**src/rtl/i2c_slave.sv**
```systemverilog
// Single-address I2C target: synchronizes SCL/SDA, detects START/STOP,
// matches a 7-bit address, ACKs written bytes and shifts out read bytes.
module i2c_slave #(
    parameter logic [6:0] SLAVE_ADDR = 7'h50
) (
    input  logic       clk,
    input  logic       rst,
    input  logic       scl_i,
    input  logic       sda_i,
    output logic       sda_oe,
    output logic [7:0] rx_data,
    output logic       rx_valid,
    input  logic [7:0] tx_data,
    output logic       tx_req,
    output logic       busy,
    output logic       rw
);

    typedef enum logic [2:0] {
        IDLE, ADDR, ADDR_ACK, WR_DATA, WR_ACK, RD_DATA, RD_ACK
    } state_t;

    logic [1:0] r_scl_sync, r_sda_sync;
    logic       r_scl_hist, r_sda_hist;
    logic       r_scl_rise, r_scl_fall, r_start, r_stop;

    state_t     r_state, w_state_nxt;
    logic [2:0] r_cnt, w_cnt_nxt;
    logic [7:0] r_shift, w_shift_nxt;
    logic [7:0] r_tx_sh, w_tx_sh_nxt;
    logic       r_ack, w_ack_nxt;
    logic       r_sda_oe, w_sda_oe_nxt;
    logic [7:0] r_rx_data, w_rx_data_nxt;
    logic       r_rx_valid, w_rx_valid_nxt;
    logic       r_tx_req, w_tx_req_nxt;
    logic       r_busy, w_busy_nxt;
    logic       r_rw, w_rw_nxt;
    logic [7:0] w_byte;

    // Sync regs reset to 1 (idle bus) so leaving reset never fakes a START.
    always_ff @(posedge clk or posedge rst) begin
        if (rst) begin
            r_scl_sync <= 2'b11;
            r_sda_sync <= 2'b11;
            r_scl_hist <= 1'b1;
            r_sda_hist <= 1'b1;
            r_scl_rise <= 1'b0;
            r_scl_fall <= 1'b0;
            r_start    <= 1'b0;
            r_stop     <= 1'b0;
        end else begin
            // NOTE: non-blocking assignments keep every stage one clock apart.
            r_scl_sync <= {r_scl_sync[0], scl_i};
            r_sda_sync <= {r_sda_sync[0], sda_i};
            r_scl_hist <= r_scl_sync[1];
            r_sda_hist <= r_sda_sync[1];
            r_scl_rise <= r_scl_sync[1] & ~r_scl_hist;
            r_scl_fall <= ~r_scl_sync[1] & r_scl_hist;
            r_start    <= r_scl_sync[1] & r_scl_hist & r_sda_hist & ~r_sda_sync[1];
            r_stop     <= r_scl_sync[1] & r_scl_hist & ~r_sda_hist & r_sda_sync[1];
        end
    end

    assign w_byte = {r_shift[6:0], r_sda_hist};

    always_comb begin
        // NOTE: every next-state value gets a default here, so no latches.
        w_state_nxt    = r_state;
        w_cnt_nxt      = r_cnt;
        w_shift_nxt    = r_shift;
        w_tx_sh_nxt    = r_tx_sh;
        w_ack_nxt      = r_ack;
        w_sda_oe_nxt   = r_sda_oe;
        w_rx_data_nxt  = r_rx_data;
        w_rx_valid_nxt = 1'b0;
        w_tx_req_nxt   = 1'b0;
        w_busy_nxt     = r_busy;
        w_rw_nxt       = r_rw;

        if (r_start) begin
            w_state_nxt  = ADDR;
            w_cnt_nxt    = 3'd0;
            w_sda_oe_nxt = 1'b0;
            w_busy_nxt   = 1'b0;
            w_ack_nxt    = 1'b0;
        end else if (r_stop) begin
            w_state_nxt  = IDLE;
            w_sda_oe_nxt = 1'b0;
            w_busy_nxt   = 1'b0;
        end else begin
            case (r_state)
                ADDR: if (r_scl_rise) begin
                    w_shift_nxt = w_byte;
                    w_cnt_nxt   = r_cnt + 3'd1;
                    if (r_cnt == 3'd7) begin
                        if (w_byte[7:1] == SLAVE_ADDR) begin
                            w_rw_nxt     = w_byte[0];
                            w_busy_nxt   = 1'b1;
                            w_tx_req_nxt = w_byte[0];
                            w_ack_nxt    = 1'b0;
                            w_state_nxt  = ADDR_ACK;
                        end else begin
                            w_state_nxt = IDLE;
                        end
                    end
                end
                // r_ack marks that the ACK bit is already on the bus.
                ADDR_ACK, WR_ACK: if (r_scl_fall) begin
                    if (!r_ack) begin
                        w_sda_oe_nxt = 1'b1;
                        w_ack_nxt    = 1'b1;
                    end else begin
                        w_ack_nxt = 1'b0;
                        if (r_state == ADDR_ACK && r_rw) begin
                            w_tx_sh_nxt  = {tx_data[6:0], 1'b0};
                            w_sda_oe_nxt = ~tx_data[7];
                            w_cnt_nxt    = 3'd1;
                            w_state_nxt  = RD_DATA;
                        end else begin
                            w_sda_oe_nxt = 1'b0;
                            w_cnt_nxt    = 3'd0;
                            w_state_nxt  = WR_DATA;
                        end
                    end
                end
                WR_DATA: if (r_scl_rise) begin
                    w_shift_nxt = w_byte;
                    w_cnt_nxt   = r_cnt + 3'd1;
                    if (r_cnt == 3'd7) begin
                        w_rx_data_nxt  = w_byte;
                        w_rx_valid_nxt = 1'b1;
                        w_ack_nxt      = 1'b0;
                        w_state_nxt    = WR_ACK;
                    end
                end
                // r_cnt counts bits already driven; wrap to 0 means byte done.
                RD_DATA: if (r_scl_fall) begin
                    if (r_cnt == 3'd0) begin
                        w_sda_oe_nxt = 1'b0;
                        w_ack_nxt    = 1'b0;
                        w_state_nxt  = RD_ACK;
                    end else begin
                        w_sda_oe_nxt = ~r_tx_sh[7];
                        w_tx_sh_nxt  = {r_tx_sh[6:0], 1'b0};
                        w_cnt_nxt    = r_cnt + 3'd1;
                    end
                end
                RD_ACK: begin
                    if (r_scl_rise && !r_ack) begin
                        if (!r_sda_hist) begin
                            w_tx_req_nxt = 1'b1;
                            w_ack_nxt    = 1'b1;
                        end else begin
                            w_state_nxt = IDLE;
                        end
                    end else if (r_scl_fall && r_ack) begin
                        w_ack_nxt    = 1'b0;
                        w_tx_sh_nxt  = {tx_data[6:0], 1'b0};
                        w_sda_oe_nxt = ~tx_data[7];
                        w_cnt_nxt    = 3'd1;
                        w_state_nxt  = RD_DATA;
                    end
                end
                default: ;
            endcase
        end
    end

    always_ff @(posedge clk or posedge rst) begin
        if (rst) begin
            r_state    <= IDLE;
            r_cnt      <= 3'd0;
            r_shift    <= 8'h00;
            r_tx_sh    <= 8'h00;
            r_ack      <= 1'b0;
            r_sda_oe   <= 1'b0;
            r_rx_data  <= 8'h00;
            r_rx_valid <= 1'b0;
            r_tx_req   <= 1'b0;
            r_busy     <= 1'b0;
            r_rw       <= 1'b0;
        end else begin
            r_state    <= w_state_nxt;
            r_cnt      <= w_cnt_nxt;
            r_shift    <= w_shift_nxt;
            r_tx_sh    <= w_tx_sh_nxt;
            r_ack      <= w_ack_nxt;
            r_sda_oe   <= w_sda_oe_nxt;
            r_rx_data  <= w_rx_data_nxt;
            r_rx_valid <= w_rx_valid_nxt;
            r_tx_req   <= w_tx_req_nxt;
            r_busy     <= w_busy_nxt;
            r_rw       <= w_rw_nxt;
        end
    end

    assign sda_oe   = r_sda_oe;
    assign rx_data  = r_rx_data;
    assign rx_valid = r_rx_valid;
    assign tx_req   = r_tx_req;
    assign busy     = r_busy;
    assign rw       = r_rw;

endmodule

```
**config.mk**
```make
export PLATFORM = sky130hd
export DESIGN_NAME = i2c_slave
export DESIGN_NICKNAME = d
export VERILOG_FILES = /design/src/rtl/i2c_slave.sv
export SDC_FILE = /design/constraint.sdc
export NUM_CORES = 1
export LEC_CHECK = 0
export ABC_AREA = 1
export BUFFER_PORTS_ARGS = -buffer_cell sky130_fd_sc_hd__buf_4
export CORE_MARGIN = 5
export CORE_UTILIZATION = 30
export CTS_CLUSTER_DIAMETER = 50
export DETAILED_ROUTE_END_ITERATION = 10
export PLACE_DENSITY_LB_ADDON = 0.12
export SLEW_MARGIN = 20
export SYNTH_ARGS = -nofsm -noshare
export SYNTH_HDL_FRONTEND = slang
export SYNTH_SLANG_ARGS = --single-unit
```
**constraint.sdc**
```tcl
create_clock -name clk -period 2 [get_ports clk]
set_input_delay 0.2 -clock clk [delete_from_list [all_inputs] [get_ports clk]]
set_output_delay 0.2 -clock clk [all_outputs]
set_load 0.1 [all_outputs]
```
==> flow_summary.ini, run 1 <==
[floorplanning]
start_util = 0.311
design.die.area_um2 = 9430
die_w_um = 97.1
row_count = 31
ios = 25
core_um2 = 7330
die_h_um = 97.1

[yosys]
synth_cells = 297
syn_area_um2 = 2280
synth-simple-area-share = 0.358
seq_area_frac_synth = 0.487
synth.distinct_cells = 28
synth_top_family_by_area = simple AND/OR/NAND/NOR gates
yosys_warnings = 0
syn_area_per_cell_um2 = 7.67
synth_compound_area_frac = 0.0681
synth.area.mux_share = 0
synth_fa_ha_area_frac = 0.0165
syn-num-nets = 312
synth_xor_area_frac = 0
yosys_most_used_dff = dfrtp_1
synth-edff-count = 0
ys_ff_latch = 44
async_reset_ff_frac = 1.00

[finish]
fillerInstances = 782
final_util = 0.372
regArea_um2 = 1110
layout_common_cells = 117 x nand2_1, 38 x dfrtp_1, 29 x buf_4, 26 x inv_1, 25 x nand3_1
multi_input_area_um2 = 1010
final_layout_size_suffix_gt1_frac = 0.181
final_nets = 346
stdcell_count = 431
antenna_cells = 0
areaGrowthSynthToFinish_pct = 19.7
layout_commonest_cell = nand2_1

[sta]
hold_viol_final = 0
setup_viol = 0
fmax_mhz = 592
maxSlewViolCount = 0
tns_ns = 0
timing.final.ws_setup_ns = 0.311
slew_headroom = 0.500
skew_ns = 0.00896
min_period_ns = 1.69
rsz0062_at_grt = no
worst_slew_pin_slew_ns = 0.746
period_share = 0.845

[setup_path]
crit_fanout = 16
arrival_ns = 1.87
start_kind = flop
critPathKind = flop to flop
end_kind = flop
critPathRequiredTime_ns = 2.18

[clock_network]
clock_sinks = 44
cts_made_buffers = 5
cts_resized = 0
clock_latency_ns = 0.29
clock_path_buffers = 2
cts_htree_levels = 2
cts-root-buf = clkbuf_8
clk_pin_slew_ns = 0.09
cts_tree = built

[placed_design]
post-place-cells = 420
place_hpwl_um = 3980
gp_congestion = 0.889
io_buffers = 24
dp_slack_ns = 0.285

[routing]
post_drt_wl_per_cell_um = 12.2
dr.pass1.iters = 4
totalWireLength_um = 5260
ant_nets = 0
drt_iter0_markers = 108
via_per_inst = 4.51
post-route-drc-count = 0
vias = 1945

[pwr]
power_density_nw_per_um2 = 700
vdd_drop_max_mv = 0.384
p_leak_nw = 1.42

[min_path]
holdCritPathClass = primary input to flop

[global_routing]
grt_pass1_vias = 1976
grt.total_usage = 0.118
grt_pass1_wl_um = 9340
grt_start_max_net_pins = 23
grt-ovfl-total = 0
antenna_found_initial = 0

[job]
drv_cap = 0

[outcome]
outcome = complete, no violations
## critical path: stages (launching register included)
cell and delay, ns:
dfrtp_1 0.40, ha_1 0.21, ha_1 0.19, nand2_1 0.11, nor2_1 0.07, nand2_1 0.37, inv_1 0.11, nand2_1 0.08
nand2_1 0.04
## registers in the layout, indices dropped and copies added, names as in the netlist, 2 cells and up
register	cells
r_cnt	3
r_state	3
r_sda_sync	2
r_shift	7
r_scl_sync	2
rx_data	8
r_tx_sh	7
## through the flow
| step | total power, mW | hold slack [ns] | cell area [µm²] |
|---|---|---|---|
| after global placement | 1.20 | 0.285 | 2570 |
| after detailed placement | 1.20 | 0.287 | 2570 |
| after floorplan | 1.13 | 0.204 | 2280 |
| after CTS | 1.94 | 0.231 | 2730 |
| after global routing | 2.01 | 0.245 | 2730 |
| final | 1.91 | 0.233 | 2730 |
## timing repair
item / 4_1_cts / 5_1_grt
hold buffers: 3 / 0
buffers inserted: 0 / 0
hold endpoints to repair: 21 / 0
## cell usage after synthesis (3+ instances only)
cell / number / area share
inv_2: 3 / 0.0049
o21ai_1: 10 / 0.022
o21ai_0: 10 / 0.022
ha_1: 3 / 0.016
dfrtp_1: 38 / 0.42
a21oi_1: 5 / 0.011
nand4_1: 4 / 0.011
inv_1: 27 / 0.045
nand2_2: 3 / 0.0082
nand3_1: 25 / 0.055
nand2_1: 117 / 0.19
dfstp_2: 6 / 0.069
nor2_1: 23 / 0.038
buf_6: 3 / 0.015
## final timing paths
path,from,endpoint,slack (ns),cells past startpoint
worst min register to register,r_sda_sync[0],r_sda_sync[1],0.36,0
worst max register to register,r_cnt[0],rx_data[7],0.31,8
max in group asynchronous,rst,r_scl_hist,0.87,4
worst max-delay path,r_cnt[0],rx_data[7],0.31,8
min in group asynchronous,rst,rx_data[6],0.50,3
worst min-delay path,tx_data[6],r_tx_sh[7],0.23,5
## report_power, final
part / internal (mW) / switching [mW] / leakage [nW] / total (mW)
logic: 0.0735 / 0.154 / 0.804 / 0.227
registers: 0.926 / 0.0284 / 0.551 / 0.955
clock network: 0.409 / 0.318 / 0.0614 / 0.727
## routing by layer
layer	track usage	up-vias	routed length, µm
li1	-	1006	-
met1	0.158	884	2550
met3	0.0266	8	234
met5	0	-	0
met4	0.0324	0	74
met2	0.192	47	2400
## area by class of cell
type                            instances  share of cell area
Sequential cell                        44               0.407
Inverter                               31              0.0427
Clock inverter                          2              0.0142
Clock buffer                            6              0.0303
Tap cell                               99              0.0454
Timing Repair Buffer                   32              0.0909
Multi-Input combinational cell        217               0.370
## logic make-up after synthesis
group	after synthesis
simple gates	185
fa+ha+maj	3
flops	44
compound gates	29
buf+inv	36
No activity file was read; power rests on OpenSTA's default activity.
==> run 2, diff against run 1 <==
clock period = 1.51 ns   (was 2 ns; I/O delays follow)
==> run 2 against run 1 <==
Net effect: the flow now finishes with violations (negative setup slack); clock skew rose by 0.00074 ns; final cell count rose by 8.4%; flip-flop and latch count did not move; clock power rose by 35%; highest routed layer unchanged.
==> flow_summary.ini, run 2 (synthesis gave the netlist of run 1 again) <==
[outcome]
outcome = complete, but fails checks
violations = negative setup slack

[setup_path]
critPathKind = flop to flop
ff2ff_setup_slack_ns = -0.04
end_kind = flop
r2r_cells = 8
crit_fanout = 7
arrival_ns = 1.75
timing.rr.start = r_state[1]
r2r-end = r_state[0]
start_kind = flop
critPathRequiredTime_ns = 1.72

[floorplanning]
row_count = 31
start_util = 0.311
design.die.area_um2 = 9430
core_um2 = 7330
die_h_um = 97.1
ios = 25
die_w_um = 97.1

[finish]
stdcell_count = 467
final_area_um2 = 3300
antenna_cells = 0
final_util = 0.450
layout_commonest_cell = nand2_1
final_layout_size_suffix_gt1_frac = 0.375
areaGrowthSynthToFinish_pct = 45.0
layout_common_cells = 99 x nand2_1, 55 x buf_4, 34 x dfrtp_1, 23 x inv_1, 21 x nor2_1
final_nets = 382
largest_reg_flops = 8

[routing]
vias = 2130
met3_length_um = 196
totalWireLength_um = 5910
dr.pass1.iters = 4
ant_nets = 0
via_per_inst = 4.56
wl_met1_um = 2820
dr_wl_met2_um = 2780
post-route-drc-count = 0
drt_iter0_markers = 87
post_drt_wl_per_cell_um = 12.7
routed.top_layer = met4

[placed_design]
dp_slack_ns = -0.109
place_hpwl_um = 4160
gp_congestion = 0.873
io_buffers = 24
post-place-cells = 448
dpl_cell_area_um2 = 2830

[global_routing]
antenna_found_initial = 0
grt-ovfl-total = 0
grt.total_usage = 0.127
grt_pass1_wl_um = 9960
grt_start_max_net_pins = 45
grt_pass1_vias = 2126

[clock_network]
clock_path_buffers = 2
cts-root-buf = clkbuf_8
cts_tree = built
clk_pin_slew_ns = 0.10
cts_htree_levels = 2
cts_made_buffers = 5
clock_sinks = 44
clock_latency_ns = 0.30

[pwr]
vdd_drop_max_mv = 0.559
power_density_nw_per_um2 = 808
p_leak_nw = 1.69
p_total_mw = 2.67

[sta]
setup_viol = 3
maxSlewViolCount = 0
hold_viol_final = 0
skew_ns = 0.00970
worst_slew_pin_slew_ns = 0.276
rsz0062_at_grt = yes
tns_ns = -0.0469
timing.final.ws_setup_ns = -0.0377
period_share = 1.02
min_period_ns = 1.55
fmax_mhz = 646
finalHoldWorstSlack_ns = 0.181
slew_headroom = 0.816

[min_path]
holdCritStartpoint = tx_data[4]
min_to = r_tx_sh[5]
holdCritPathClass = primary input to flop
min_path_cells = 5

[job]
drv_cap = 0
## run 2: changes by cell type in the layout (fill, tap and decap cells not counted), sizes merged
cell    previous run  this run
clkbuf             6         7
buf               29        64
clkinv             3         2
inv               29        30
## run 2: final cells by class
cell class / count / area (µm²)
clock inverter: 2 / 38.8
timing repair buffer: 68 / 596
multi-input combinational: 217 / 1220
tap: 99 / 124
clock buffer: 6 / 82.6
fill: 749 / 4030
inverter: 31 / 121
sequential: 44 / 1120
## run 2: how the worst max path moves through the flow
| stage | start | end | cells after the start |
|---|---|---|---|
| 3_5_place_dp | r_cnt[0] | r_state[2] | 10 |
| 3_3_place_gp | r_cnt[0] | r_state[2] | 10 |
| 2_1_floorplan | rw | r_tx_sh[1] | 7 |
| 5_1_grt | r_state[1] | r_tx_sh[1] | 10 |
| 6_report | r_state[1] | r_state[0] | 8 |
| 4_1_cts | r_cnt[1] | r_state[2] | 9 |
## run 2: timing repair
action,CTS,global route
hold buffers,3,0
hold endpoints to repair,40,0
gates resized for setup,26,45
pin swaps,10,11
setup buffers,5,2
endpoints found under the setup margin,21,30
cloned,0,1
## run 2: critical path, cell delays in order (launching register included)
cell and delay [ns]:
dfrtp_2 0.50, buf_6 0.16, nor2_4 0.20, nand2_2 0.14, nand2_4 0.10, o21ai_4 0.08, buf_4 0.14, nand3_1 0.07
nand2_1 0.05
## run 2: power by group
group	switching [mW]	internal [mW]	total [mW]
clock	0.440	0.542	0.982
combinational	0.251	0.171	0.422
sequential	0.0366	1.23	1.26
total	0.728	1.94	2.67
## run 2: per-layer routing
| layer | up-vias | global-route usage |
|---|---|---|
| met2 | 40 | 0.210 |
| met5 | - | 0 |
| met4 | 0 | 0.0270 |
| li1 | 1082 | - |
| met1 | 998 | 0.166 |
| met3 | 10 | 0.0345 |
